### config.mk
export PLATFORM = sky130hd
export DESIGN_NAME = reg_bus_mux
export DESIGN_NICKNAME = d
export VERILOG_FILES = /design/src/rtl/reg_bus_mux.sv
export SDC_FILE = /design/constraint.sdc
export NUM_CORES = 1
export LEC_CHECK = 0
export ABC_AREA = 1
export ABC_CLOCK_PERIOD_IN_PS = 800
export BUFFER_PORTS_ARGS = -buffer_cell sky130_fd_sc_hd__buf_2
export CELL_PAD_IN_SITES_DETAIL_PLACEMENT = 2
export CELL_PAD_IN_SITES_GLOBAL_PLACEMENT = 2
export CORE_UTILIZATION = 18
export DETAILED_ROUTE_END_ITERATION = 10
export GPL_TIMING_DRIVEN = 0
export PLACE_DENSITY_LB_ADDON = 0.12
export SETUP_SLACK_MARGIN = 0.15
export SLEW_MARGIN = 10
export SYNTH_ARGS = -nofsm -noshare
export SYNTH_HDL_FRONTEND = slang
export SYNTH_SLANG_ARGS = --single-unit
### constraint.sdc
create_clock -name clk -period 0.8 [get_ports clk]
set_input_delay 0.12 -clock clk [delete_from_list [all_inputs] [get_ports clk]]
set_output_delay 0.12 -clock clk [all_outputs]
set_load 0.03 [all_outputs]
### src/rtl/reg_bus_mux.sv
// ============================================================================
// Module   : reg_bus_mux
// Brief    : Registered N-channel bus multiplexer with manual load and
//            optional round-robin scan (enabled by REG_BUS_MUX_SCAN_EN).
// Revision : 1.0
// ============================================================================
`default_nettype none

module reg_bus_mux #(
  parameter int WIDTH    = 4,
  parameter int CHANNELS = 4,
  parameter int SEL_W    = 2
) (
  input  logic                      clk,
  input  logic                      rst_n,
  input  logic                      enable_n,
  input  logic [WIDTH*CHANNELS-1:0] data_in,
  input  logic [SEL_W-1:0]          select,
  input  logic                      load,
  input  logic                      scan,
  input  logic                      hold,
  output logic [WIDTH-1:0]          y,
  output logic                      y_valid,
  output logic [SEL_W-1:0]          chan,
  output logic                      sel_err,
  output logic                      wrap
);

  localparam logic [SEL_W:0] c_chan_count = (SEL_W+1)'(CHANNELS);

  if (CHANNELS < 2 || CHANNELS > 16 || (1 << SEL_W) < CHANNELS) begin : g_param_err
    $error("reg_bus_mux: CHANNELS must be 2..16 and fit in SEL_W bits");
  end

  logic [WIDTH-1:0] w_chan_word [CHANNELS];

  for (genvar k = 0; k < CHANNELS; k++) begin : g_chan
    assign w_chan_word[k] = data_in[k*WIDTH +: WIDTH];
  end

  // Out-of-range select falls through to zero instead of indexing past the bus.
  logic [WIDTH-1:0] w_sel_word;
  logic             w_sel_ok;

  always_comb begin
    w_sel_word = '0;
    for (int k = 0; k < CHANNELS; k++) begin
      if (select == SEL_W'(k)) w_sel_word = w_chan_word[k];
    end
  end

  assign w_sel_ok = ({1'b0, select} < c_chan_count);

  logic [WIDTH-1:0] r_y,       w_y_nxt;
  logic             r_y_valid, w_y_valid_nxt;
  logic [SEL_W-1:0] r_chan,    w_chan_nxt;
  logic             r_sel_err, w_sel_err_nxt;

`ifdef REG_BUS_MUX_SCAN_EN
  localparam logic [SEL_W-1:0] c_last = SEL_W'(CHANNELS - 1);

  logic [SEL_W-1:0] r_cnt,  w_cnt_nxt;
  logic             r_wrap, w_wrap_nxt;
  logic [WIDTH-1:0] w_cnt_word;

  always_comb begin
    w_cnt_word = '0;
    for (int k = 0; k < CHANNELS; k++) begin
      if (r_cnt == SEL_W'(k)) w_cnt_word = w_chan_word[k];
    end
  end
`else
  logic w_unused_scan;
  assign w_unused_scan = scan ^ hold;
`endif

  // Priority: enable_n, then scan (held or advancing), then manual load.
  always_comb begin
    w_y_nxt       = r_y;
    w_y_valid_nxt = r_y_valid;
    w_chan_nxt    = r_chan;
    w_sel_err_nxt = 1'b0;
`ifdef REG_BUS_MUX_SCAN_EN
    w_cnt_nxt     = r_cnt;
    w_wrap_nxt    = 1'b0;
`endif
    if (enable_n) begin
      w_y_nxt       = '0;
      w_y_valid_nxt = 1'b0;
    end
`ifdef REG_BUS_MUX_SCAN_EN
    else if (scan) begin
      if (!hold) begin
        w_y_nxt       = w_cnt_word;
        w_y_valid_nxt = 1'b1;
        w_chan_nxt    = r_cnt;
        if (r_cnt == c_last) begin
          w_cnt_nxt  = '0;
          w_wrap_nxt = 1'b1;
        end else begin
          w_cnt_nxt  = r_cnt + 1'b1;
        end
      end
    end
`endif
    else if (load) begin
      if (w_sel_ok) begin
        w_y_nxt       = w_sel_word;
        w_y_valid_nxt = 1'b1;
        w_chan_nxt    = select;
`ifdef REG_BUS_MUX_SCAN_EN
        w_cnt_nxt     = select;
`endif
      end else begin
        w_y_nxt       = '0;
        w_y_valid_nxt = 1'b0;
        w_sel_err_nxt = 1'b1;
      end
    end
  end

  always_ff @(posedge clk or negedge rst_n) begin
    if (!rst_n) begin
      r_y       <= '0;
      r_y_valid <= 1'b0;
      r_chan    <= '0;
      r_sel_err <= 1'b0;
    end else begin
      r_y       <= w_y_nxt;
      r_y_valid <= w_y_valid_nxt;
      r_chan    <= w_chan_nxt;
      r_sel_err <= w_sel_err_nxt;
    end
  end

`ifdef REG_BUS_MUX_SCAN_EN
  always_ff @(posedge clk or negedge rst_n) begin
    if (!rst_n) begin
      r_cnt  <= '0;
      r_wrap <= 1'b0;
    end else begin
      r_cnt  <= w_cnt_nxt;
      r_wrap <= w_wrap_nxt;
    end
  end

  assign wrap = r_wrap;
`else
  assign wrap = 1'b0;
`endif

  assign y       = r_y;
  assign y_valid = r_y_valid;
  assign chan    = r_chan;
  assign sel_err = r_sel_err;

endmodule

`default_nettype wire
==> out/qor.tcl, run 1 <==
set qor(status) {complete, but fails checks}
set qor(failed_checks) {negative setup slack}
set qor(vdd_drop_max_mv) 0.584
set qor(finalWeightedCongestion) 0.627
set qor(floorplan.rows) 17
set qor(grt_pass1_vias) 570
set qor(initial_core_util_pct) 19.7
set qor(cpPeakStageDelay_ps) 410
set qor(reg2regPathDepth) 3
set qor(place.detailed.hpwl_um) 1130
set qor(antenna_cells_inserted) 0
set qor(max_root_sink_buffers) 2
set qor(die_area_sq_um) 2700
set qor(finalHoldViolCount) 0
set qor(post_dp_cell_area_sq_um) 642
set qor(final.setup.worst_slack_ps) -135
set qor(fp.dieW_um) 52.0
set qor(antenna_found_initial) 0
set qor(ys_top_cells_by_count) {27 x sky130_fd_sc_hd__nand2_1, 7 x sky130_fd_sc_hd__dfrtp_1, 6 x sky130_fd_sc_hd__nor2_1}
set qor(synth.top_cells.by_area) {sky130_fd_sc_hd__dfrtp_1 39%, sky130_fd_sc_hd__nand2_1 23%, sky130_fd_sc_hd__nor2_2 7.0%}
set qor(power_density_nw_per_um2) 1450
set qor(insertion_delay_ps) 250
set qor(remaining_overflow_grt) 0
set qor(num_vias) 548
set qor(syn-instance-count) 66
set qor(worst_path_arrival_time_ps) 820
set qor(final.period_utilization_pct) 117
set qor(critPathSlowestCell) {sky130_fd_sc_hd__dfrtp_2}
set qor(placeableCoreArea_sq_um) 2280
set qor(area_of_all_placed_cells_without_fillers_sq_um) 812
set qor(viasPerCell) 4.22
set qor(tritoncts) {yes}
set qor(first_pass_grt_wire_length_um) 2380
set qor(critical_path.endpoint_type) {output pin}
set qor(synthDistinctLibCells) 13
set qor(maxCapViolations) 0
set qor(routed_wire_length_per_instance_um) 11.3
set qor(accumulated_negative_setup_slack_ps) -876
set qor(die_height_um) 52.0
set qor(post-synth-top-count-cell) {sky130_fd_sc_hd__nand2_1}
set qor(antenna_violating_nets_post_route) 0
set qor(critPathBufInv) 1
set qor(grt_start_max_net_pins) 10
set qor(timing.hold.worst.class) {in -> reg}
set qor(worst-r2r-setup-slack_ps) 80
set qor(critical_path_class) {reg -> out}
set qor(crit_fanout) 2
set qor(cp_num_cells) 1
set qor(max_clock_freq_mhz) 1070
set qor(drive_gt1_share_pct) 59.8
set qor(report.final.setup_viol) 7
set qor(dominantRegCellSynth) {sky130_fd_sc_hd__dfrtp_1}
set qor(gr-usage-all-layers_pct) 12.5
set qor(reg2reg_from) {y[0]}
set qor(timing.critical_path.cells) {buf_6}
set qor(root_buffer) {sky130_fd_sc_hd__clkbuf_4}
set qor(detail_route.first_pass.iterations) 4
set qor(cts_buffers) 3
set qor(worstSetupEndpoint) {y_valid}
set qor(synthDominantAreaCellType) {sky130_fd_sc_hd__dfrtp_1}
set qor(design.final.nets) 127
set qor(post_route_wl_um) 1470
set qor(timing.hold.worst.start) {enable_n}
set qor(preCtsSetupSlack_ps) -177
set qor(drc) 0
set qor(worst_setup_hold_path_clk_slew_ps) 60
set qor(syn-cell-area_sq_um) 449
set qor(count_of_state_elements_after_synthesis) 7
set qor(startpoint) {y_valid}
set qor(synth-async-reset-ratio_pct) 100
set qor(port_buffers) 28
set qor(r2r_end) {y[0]}
set qor(worst_path_dominant_cell_family) {flip-flops}
set qor(final.min_clock_period_ps) 935
set qor(critical_path_required_ps) 680
set qor(fin_skew_ps) 0
set qor(synth_seq_area_share_pct) 39.0
set qor(portion_of_synthesized_cell_area_occupied_by_the_leading_cell_type_pct) 39.0
set qor(synth_warnings) 0
set qor(layoutNonFillerInstCount) 130
set qor(detailedRoute.firstIterationViolations) 1
set qor(placed_cells) 123
set qor(crit_start_category) {flip-flop}
set qor(cts-htree-levels) 1
set qor(pin_count) 33
set qor(power.leakage_nw) 0.411
set qor(post-route-util_pct) 35.7
set qor(report.final.slew_viol_count) 0
set qor(areaGrowthSynthToFinish_pct) 80.8
set qor(mean_instance_size_in_the_synthesized_netlist_sq_um) 6.81
set qor(final.fill_count) 285
set qor(numClockSinks) 7
set qor(synth-edff-count) 0
set qor(rsz0062_at_grt) {true}
==> metrics by stage <==
step                      power [mW]  hold WS, ps
final                           1.18         13.4
after global routing            1.24         23.8
after CTS                       1.15         50.5
after detailed placement       0.739        -33.3
after global placement         0.731        -32.4
after floorplan                0.610         -176
==> report_power, final <==
part           internal (mW)  leakage [nW]  switching [mW]  total [mW]
Combinational          0.194         0.315           0.224       0.418
Sequential             0.394        0.0802          0.0270       0.422
Clock                  0.191        0.0150           0.145       0.336
Total                  0.780         0.411           0.396        1.18
==> sequential cells by signal, summed over array words and instances (netlist names) <==
name,cells
chan,2
y,4
y_valid,1
==> layout by cell type, fill, tap and decap left out, drive strengths merged, types with 2 or more instances in the layout <==
cell type | netlist | final
buf | 3 | 32
nand2 | 27 | 27
nor2 | 11 | 11
dfrtp | 7 | 7
o21ai | 6 | 6
or2 | 5 | 5
clkbuf | 0 | 5
nand3 | 4 | 4
conb | 1 | 2
inv | 2 | 2
==> worst min-delay path by stage <==
stage | end | cells past startpoint
finish | y_valid | 2
global route | y_valid | 2
CTS | y_valid | 2
detailed placement | y[3] | 1
global placement | y[3] | 1
floorplan | chan[0] | 0
==> metal layers <==
metal | global-route usage [%] | up-vias | share of wire (%) | wire length [um]
li1 | - | 273 | - | -
met1 | 12.8 | 251 | 38 | 551
met2 | 23.1 | 20 | 55 | 811
met3 | 3.51 | 4 | 5.2 | 77
met4 | 5.41 | 0 | 1.8 | 27
met5 | 0 | - | 0 | 0
==> area by class of cell <==
type                       count  area, sq um  area share [%]
multi-input combinational     55          293            36.1
timing repair buffer          31          238            29.3
sequential                     7          184            22.7
tap                           28         35.0            4.31
clock buffer                   4         26.3            3.24
buffer                         3         26.3            3.24
inverter                       2         10.0            1.23
==> what timing repair did <==
item / in CTS / in global routing
endpoints found under the hold margin: 7 / 0
resized for setup: 21 / 21
pin swaps: 3 / 12
hold buffers: 1 / 0
buffers inserted: 1 / 1
setup endpoints to repair: 11 / 14
==> logic make-up (layout without fill, tap and decap cells) <==
logic type	count (synthesis)	after routing	share of synthesized area [%]
buffers and inverters	5	40	7.52
other	1	2	0.835
AOI/OAI and AO/OA	6	6	6.69
and+or+nand+nor	47	47	46.0
DFF	7	7	39.0
Power figures use the tool's default switching activity.
==> run 2: changes to the inputs <==
SKIP_LAST_GASP = 1   (was not set)
==> run 2 against run 1 <==
Against the previous run: the flow still finishes with violations (negative setup slack); register-to-register slack barely moved; clock power barely moved; die area did not move; first-iteration DRC count fell by 100%; sequential power barely moved; critical path type unchanged; highest routed layer unchanged.
==> out/qor.tcl, run 2 (synthesis results as in run 1) <==
set qor(post_dp_cell_area_sq_um) 642
set qor(mostFrequentLayoutCells) {21 x sky130_fd_sc_hd__nand2_1, 17 x sky130_fd_sc_hd__buf_2, 11 x sky130_fd_sc_hd__buf_6}
set qor(crit_fanout) 2
set qor(fp.dieW_um) 52.0
set qor(fin_skew_ps) 0
set qor(area_of_all_placed_cells_without_fillers_sq_um) 802
set qor(finalHoldViolCount) 0
set qor(worst_path_dominant_cell_family) {flip-flops}
set qor(viasPerCell) 4.23
set qor(grt_start_max_net_pins) 10
set qor(worst_path_arrival_time_ps) 810
set qor(num_vias) 550
set qor(floorplan.rows) 17
set qor(pin_count) 33
set qor(report.final.slew_viol_count) 0
set qor(first_pass_grt_wire_length_um) 2380
set qor(antenna_found_initial) 0
set qor(critical_path_class) {reg -> out}
set qor(timing.hold.worst.class) {in -> reg}
set qor(design.final.nets) 127
set qor(antenna_violating_nets_post_route) 0
set qor(detail_route.first_pass.iterations) 1
set qor(drive_gt1_share_pct) 58.8
set qor(failed_checks) {negative setup slack}
set qor(timing.critical_path.cells) {buf_6}
set qor(critical_path.endpoint_type) {output pin}
set qor(gr-usage-all-layers_pct) 12.5
set qor(final.period_utilization_pct) 117
set qor(final.min_clock_period_ps) 934
set qor(place.detailed.hpwl_um) 1130
set qor(drc) 0
set qor(antenna_cells_inserted) 0
set qor(cpPeakStageDelay_ps) 420
set qor(root_buffer) {sky130_fd_sc_hd__clkbuf_4}
set qor(power_density_nw_per_um2) 1460
set qor(mostFrequentLayoutCell) {sky130_fd_sc_hd__nand2_1}
set qor(placeableCoreArea_sq_um) 2280
set qor(areaGrowthSynthToFinish_pct) 78.6
set qor(worst_setup_hold_path_clk_slew_ps) 60
set qor(port_buffers) 28
set qor(remaining_overflow_grt) 0
set qor(maxCapViolations) 0
set qor(tritoncts) {yes}
set qor(report.final.setup_viol) 7
set qor(critical_path_required_ps) 680
set qor(rsz0062_at_grt) {true}
set qor(max_root_sink_buffers) 2
set qor(vdd_drop_max_mv) 0.568
set qor(preCtsSetupSlack_ps) -177
set qor(largest_register_ff_count) 4
set qor(routed_wire_length_per_instance_um) 11.2
set qor(crit_start_category) {flip-flop}
set qor(power.leakage_nw) 0.409
set qor(status) {complete, but fails checks}
set qor(initial_core_util_pct) 19.7
set qor(cts-htree-levels) 1
set qor(die_area_sq_um) 2700
set qor(cts_buffers) 3
set qor(post_route_wl_um) 1460
set qor(critPathSlowestCell) {sky130_fd_sc_hd__dfrtp_2}
set qor(final.setup.worst_slack_ps) -134
set qor(numClockSinks) 7
set qor(die_height_um) 52.0
set qor(finalWeightedCongestion) 0.627
set qor(detailedRoute.firstIterationViolations) 0
set qor(max_clock_freq_mhz) 1070
set qor(insertion_delay_ps) 250
set qor(critPathBufInv) 1
set qor(grt_pass1_vias) 570
-- run 2: stage by stage --
stage | hold WS, ps | total power, mW | instances | TNS (ps) | util [%]
6_report | 22.6 | 1.17 | 130 | -866 | 35.2
5_1_grt | 32.4 | 1.24 | 130 | -1020 | 35.2
4_1_cts | 50.5 | 1.15 | 129 | -897 | 32.8
3_5_place_dp | -33.3 | 0.739 | 123 | -877 | 28.2
3_3_place_gp | -32.4 | 0.731 | 123 | -797 | 28.2
2_1_floorplan | -176 | 0.610 | 67 | 0 | -
-- run 2: power by group --
group / total, mW / switching [mW] / internal [mW]
logic: 0.412 / 0.223 / 0.189
clock network: 0.333 / 0.142 / 0.191
registers: 0.422 / 0.0273 / 0.395
total: 1.17 / 0.392 / 0.775
-- run 2: path summary, 6_finish.rpt --
kind,from,end,slack [ps],cells after the start
setup / recovery,y_valid,y_valid,-130,1
hold / removal,enable_n,y_valid,20,2
setup reg to reg,y[0],y[0],90,3
hold reg to reg,y[2],y[2],500,2
max in group asynchronous,rst_n,chan[0],400,2
min in group asynchronous,rst_n,y[0],220,2
-- run 2: routing by layer --
metal | part of all wire [%] | global-route usage, % | vias to the layer above
met5 | 0 | 0 | -
met4 | 1.9 | 5.41 | 0
met3 | 5.3 | 3.51 | 4
met2 | 55 | 23.1 | 20
met1 | 37 | 12.8 | 254
li1 | - | - | 272
-- run 2: final cells by class --
type	count	area [sq um]
sequential	7	184
multi-input combinational	55	290
timing repair buffer	31	230
buffer	3	26.3
tap	28	35.0
clock buffer	4	26.3
fill	286	1470
inverter	2	10.0
-- run 2: timing repair --
item | in CTS | in global routing
hold buffers | 1 | 0
resized for setup | 21 | 18
pin swaps | 3 | 11
endpoints found under the hold margin | 7 | 0
setup buffers | 1 | 1
setup endpoints to repair | 11 | 14
==> run 3: changes to the inputs <==
==> constraint.sdc (replaced) <==
create_clock -name clk -period 0.8 [get_ports clk]
set_input_delay 0.16 -clock clk [delete_from_list [all_inputs] [get_ports clk]]
set_output_delay 0.16 -clock clk [all_outputs]
set_load 0.03 [all_outputs]
==> run 3 against run 2 <==
Against the previous run: the run still ends with negative setup slack left; sequential share of layout area decreased by 1.7 points; count of clock-buffer cells in the layout unchanged; cell count increased by 3.8%; fmax decreased by 1.5%; clock skew unchanged; core utilization increased by 1.3 points; non-clock buffer count increased by 5; first-iteration DRC count increased by 4; critical endpoint unchanged.
==> out/qor.tcl, run 3 (synthesis results as in run 1) <==
set qor(critical_path_class) {reg -> out}
set qor(fin_skew_ps) 0
set qor(reg2regPathDepth) 3
set qor(failed_checks) {negative setup slack}
set qor(mostFrequentLayoutCell) {sky130_fd_sc_hd__nand2_1}
set qor(preCtsSetupSlack_ps) -253
set qor(final_total_power_mw) 1.16
set qor(insertion_delay_ps) 240
set qor(gr-usage-all-layers_pct) 13.4
set qor(detail_route.first_pass.iterations) 2
set qor(place.detailed.hpwl_um) 1190
set qor(drc) 0
set qor(cpPeakStageDelay_ps) 410
set qor(critical_path.endpoint_type) {output pin}
set qor(final.fill_count) 285
set qor(port_buffers) 28
set qor(rsz0062_at_grt) {true}
set qor(post_dp_cell_area_sq_um) 634
set qor(power_density_nw_per_um2) 1390
set qor(crit_start_category) {flip-flop}
set qor(reg2reg_from) {y[2]}
set qor(worst-r2r-setup-slack_ps) 60
set qor(placeableCoreArea_sq_um) 2280
set qor(remaining_overflow_grt) 0
set qor(fp.dieW_um) 52.0
set qor(final.setup.worst_slack_ps) -148
set qor(antenna_cells_inserted) 0
set qor(critPathBufInv) 1
set qor(largest_register_ff_count) 4
set qor(r2r_end) {y[2]}
set qor(worst_path_arrival_time_ps) 790
set qor(grt_pass1_vias) 603
set qor(worst_path_dominant_cell_family) {flip-flops}
set qor(power.leakage_nw) 0.441
set qor(status) {complete, but fails checks}
set qor(timing.hold.worst.class) {in -> reg}
set qor(cts-htree-levels) 1
set qor(max_clock_freq_mhz) 1050
set qor(mostFrequentLayoutCells) {23 x sky130_fd_sc_hd__nand2_1, 17 x sky130_fd_sc_hd__buf_2, 12 x sky130_fd_sc_hd__buf_6}
set qor(report.final.setup_viol) 7
set qor(num_vias) 571
set qor(critical_path_required_ps) 640
set qor(pin_count) 33
set qor(initial_core_util_pct) 19.7
set qor(antenna_found_initial) 0
set qor(die_height_um) 52.0
set qor(timing.hold.worst_path_depth) 2
set qor(drive_gt1_share_pct) 52.3
set qor(design.final.nets) 132
set qor(finalWeightedCongestion) 0.646
set qor(grt_start_max_net_pins) 9
set qor(root_buffer) {sky130_fd_sc_hd__clkbuf_4}
set qor(finalHoldViolCount) 0
set qor(max_root_sink_buffers) 2
set qor(final.min_clock_period_ps) 948
set qor(die_area_sq_um) 2700
set qor(critPathSlowestCell) {sky130_fd_sc_hd__dfrtp_2}
set qor(timing.critical_path.cells) {buf_6}
set qor(maxCapViolations) 0
set qor(cts_buffers) 3
set qor(antenna_violating_nets_post_route) 0
set qor(vdd_drop_max_mv) 0.403
set qor(crit_fanout) 2
set qor(timing.hold.worst.start) {enable_n}
set qor(detailedRoute.firstIterationViolations) 4
set qor(first_pass_grt_wire_length_um) 2620
set qor(numClockSinks) 7
set qor(routed_wire_length_per_instance_um) 11.4
set qor(areaGrowthSynthToFinish_pct) 85.0
set qor(floorplan.rows) 17
set qor(end_point_of_the_most_critical_hold_path) {y_valid}
set qor(worst_setup_hold_path_clk_slew_ps) 50
set qor(viasPerCell) 4.23
set qor(area_of_all_placed_cells_without_fillers_sq_um) 831
set qor(report.final.slew_viol_count) 0
set qor(tritoncts) {yes}
set qor(post_route_wl_um) 1540
set qor(final.period_utilization_pct) 119
-- run 3: cell count changes in the layout (fill, tap and decap cells not counted), moves of 2 or more --
| cell | change |
|---|---|
| sky130_fd_sc_hd__nor2_4 | -3 |
| sky130_fd_sc_hd__dfrtp_1 | +6 |
| sky130_fd_sc_hd__dfrtp_2 | -6 |
| sky130_fd_sc_hd__nand3_1 | -3 |
| sky130_fd_sc_hd__nand2_1 | +2 |
| sky130_fd_sc_hd__nor2_1 | +2 |
| sky130_fd_sc_hd__nand2_2 | -2 |
| sky130_fd_sc_hd__nand3_2 | +3 |
| sky130_fd_sc_hd__buf_4 | +3 |
-- run 3: repair_timing --
action,CTS,global route
setup endpoints to repair,13,14
pin swaps,7,11
setup buffers,6,1
hold buffers,1,0
gates resized for setup,28,9
hold endpoints to repair,7,0
-- run 3: metrics by stage --
stage / cells / hold slack, ps / utilization, % / TNS [ps]
after floorplan: 67 / -136 / - / 0
after global placement: 123 / 5.46 / 27.9 / -1060
after detailed placement: 123 / 6.67 / 27.9 / -1230
after CTS: 134 / 94.2 / 35.4 / -1050
after global routing: 135 / 60.6 / 36.5 / -1250
final: 135 / 73.5 / 36.5 / -997
-- run 3: worst reg2reg max path: stages, from the launching register on --
cell and delay, ps:
sky130_fd_sc_hd__dfrtp_1 390, sky130_fd_sc_hd__buf_4 140, sky130_fd_sc_hd__nand2_1 50, sky130_fd_sc_hd__nand2_1 50
-- run 3: power by group --
part           switching, mW  internal (mW)
sequential            0.0273          0.389
clock                  0.126          0.190
combinational          0.219          0.207
total                  0.372          0.786
-- run 3: per-layer routing --
layer	wire length (um)	track usage [%]
met4	17	5.41
met5	0	0
met2	871	26.5
met1	591	13.8
met3	56	1.75
-- run 3: final cells by class --
type | instances | area, sq um | share of cell area (%)
clock buffer | 4 | 26.3 | 3.16
timing repair buffer | 36 | 279 | 33.6
buffer | 3 | 26.3 | 3.16
inverter | 2 | 11.3 | 1.36
tap | 28 | 35.0 | 4.22
sequential | 7 | 176 | 21.2
multi-input combinational | 55 | 277 | 33.3
-- run 3: worst max path at each step --
| stage | slack, ps | depth (start not counted) | start | end |
|---|---|---|---|---|
| 6_report | -150 | 1 | y_valid | y_valid |
| 5_1_grt | -180 | 1 | y[2] | y[2] |
| 4_1_cts | -160 | 1 | y[2] | y[2] |
| 3_5_place_dp | -250 | 7 | select[1] | y[2] |
| 3_3_place_gp | -210 | 7 | select[1] | y[3] |
| 2_1_floorplan | 50 | 5 | enable_n | chan[1] |
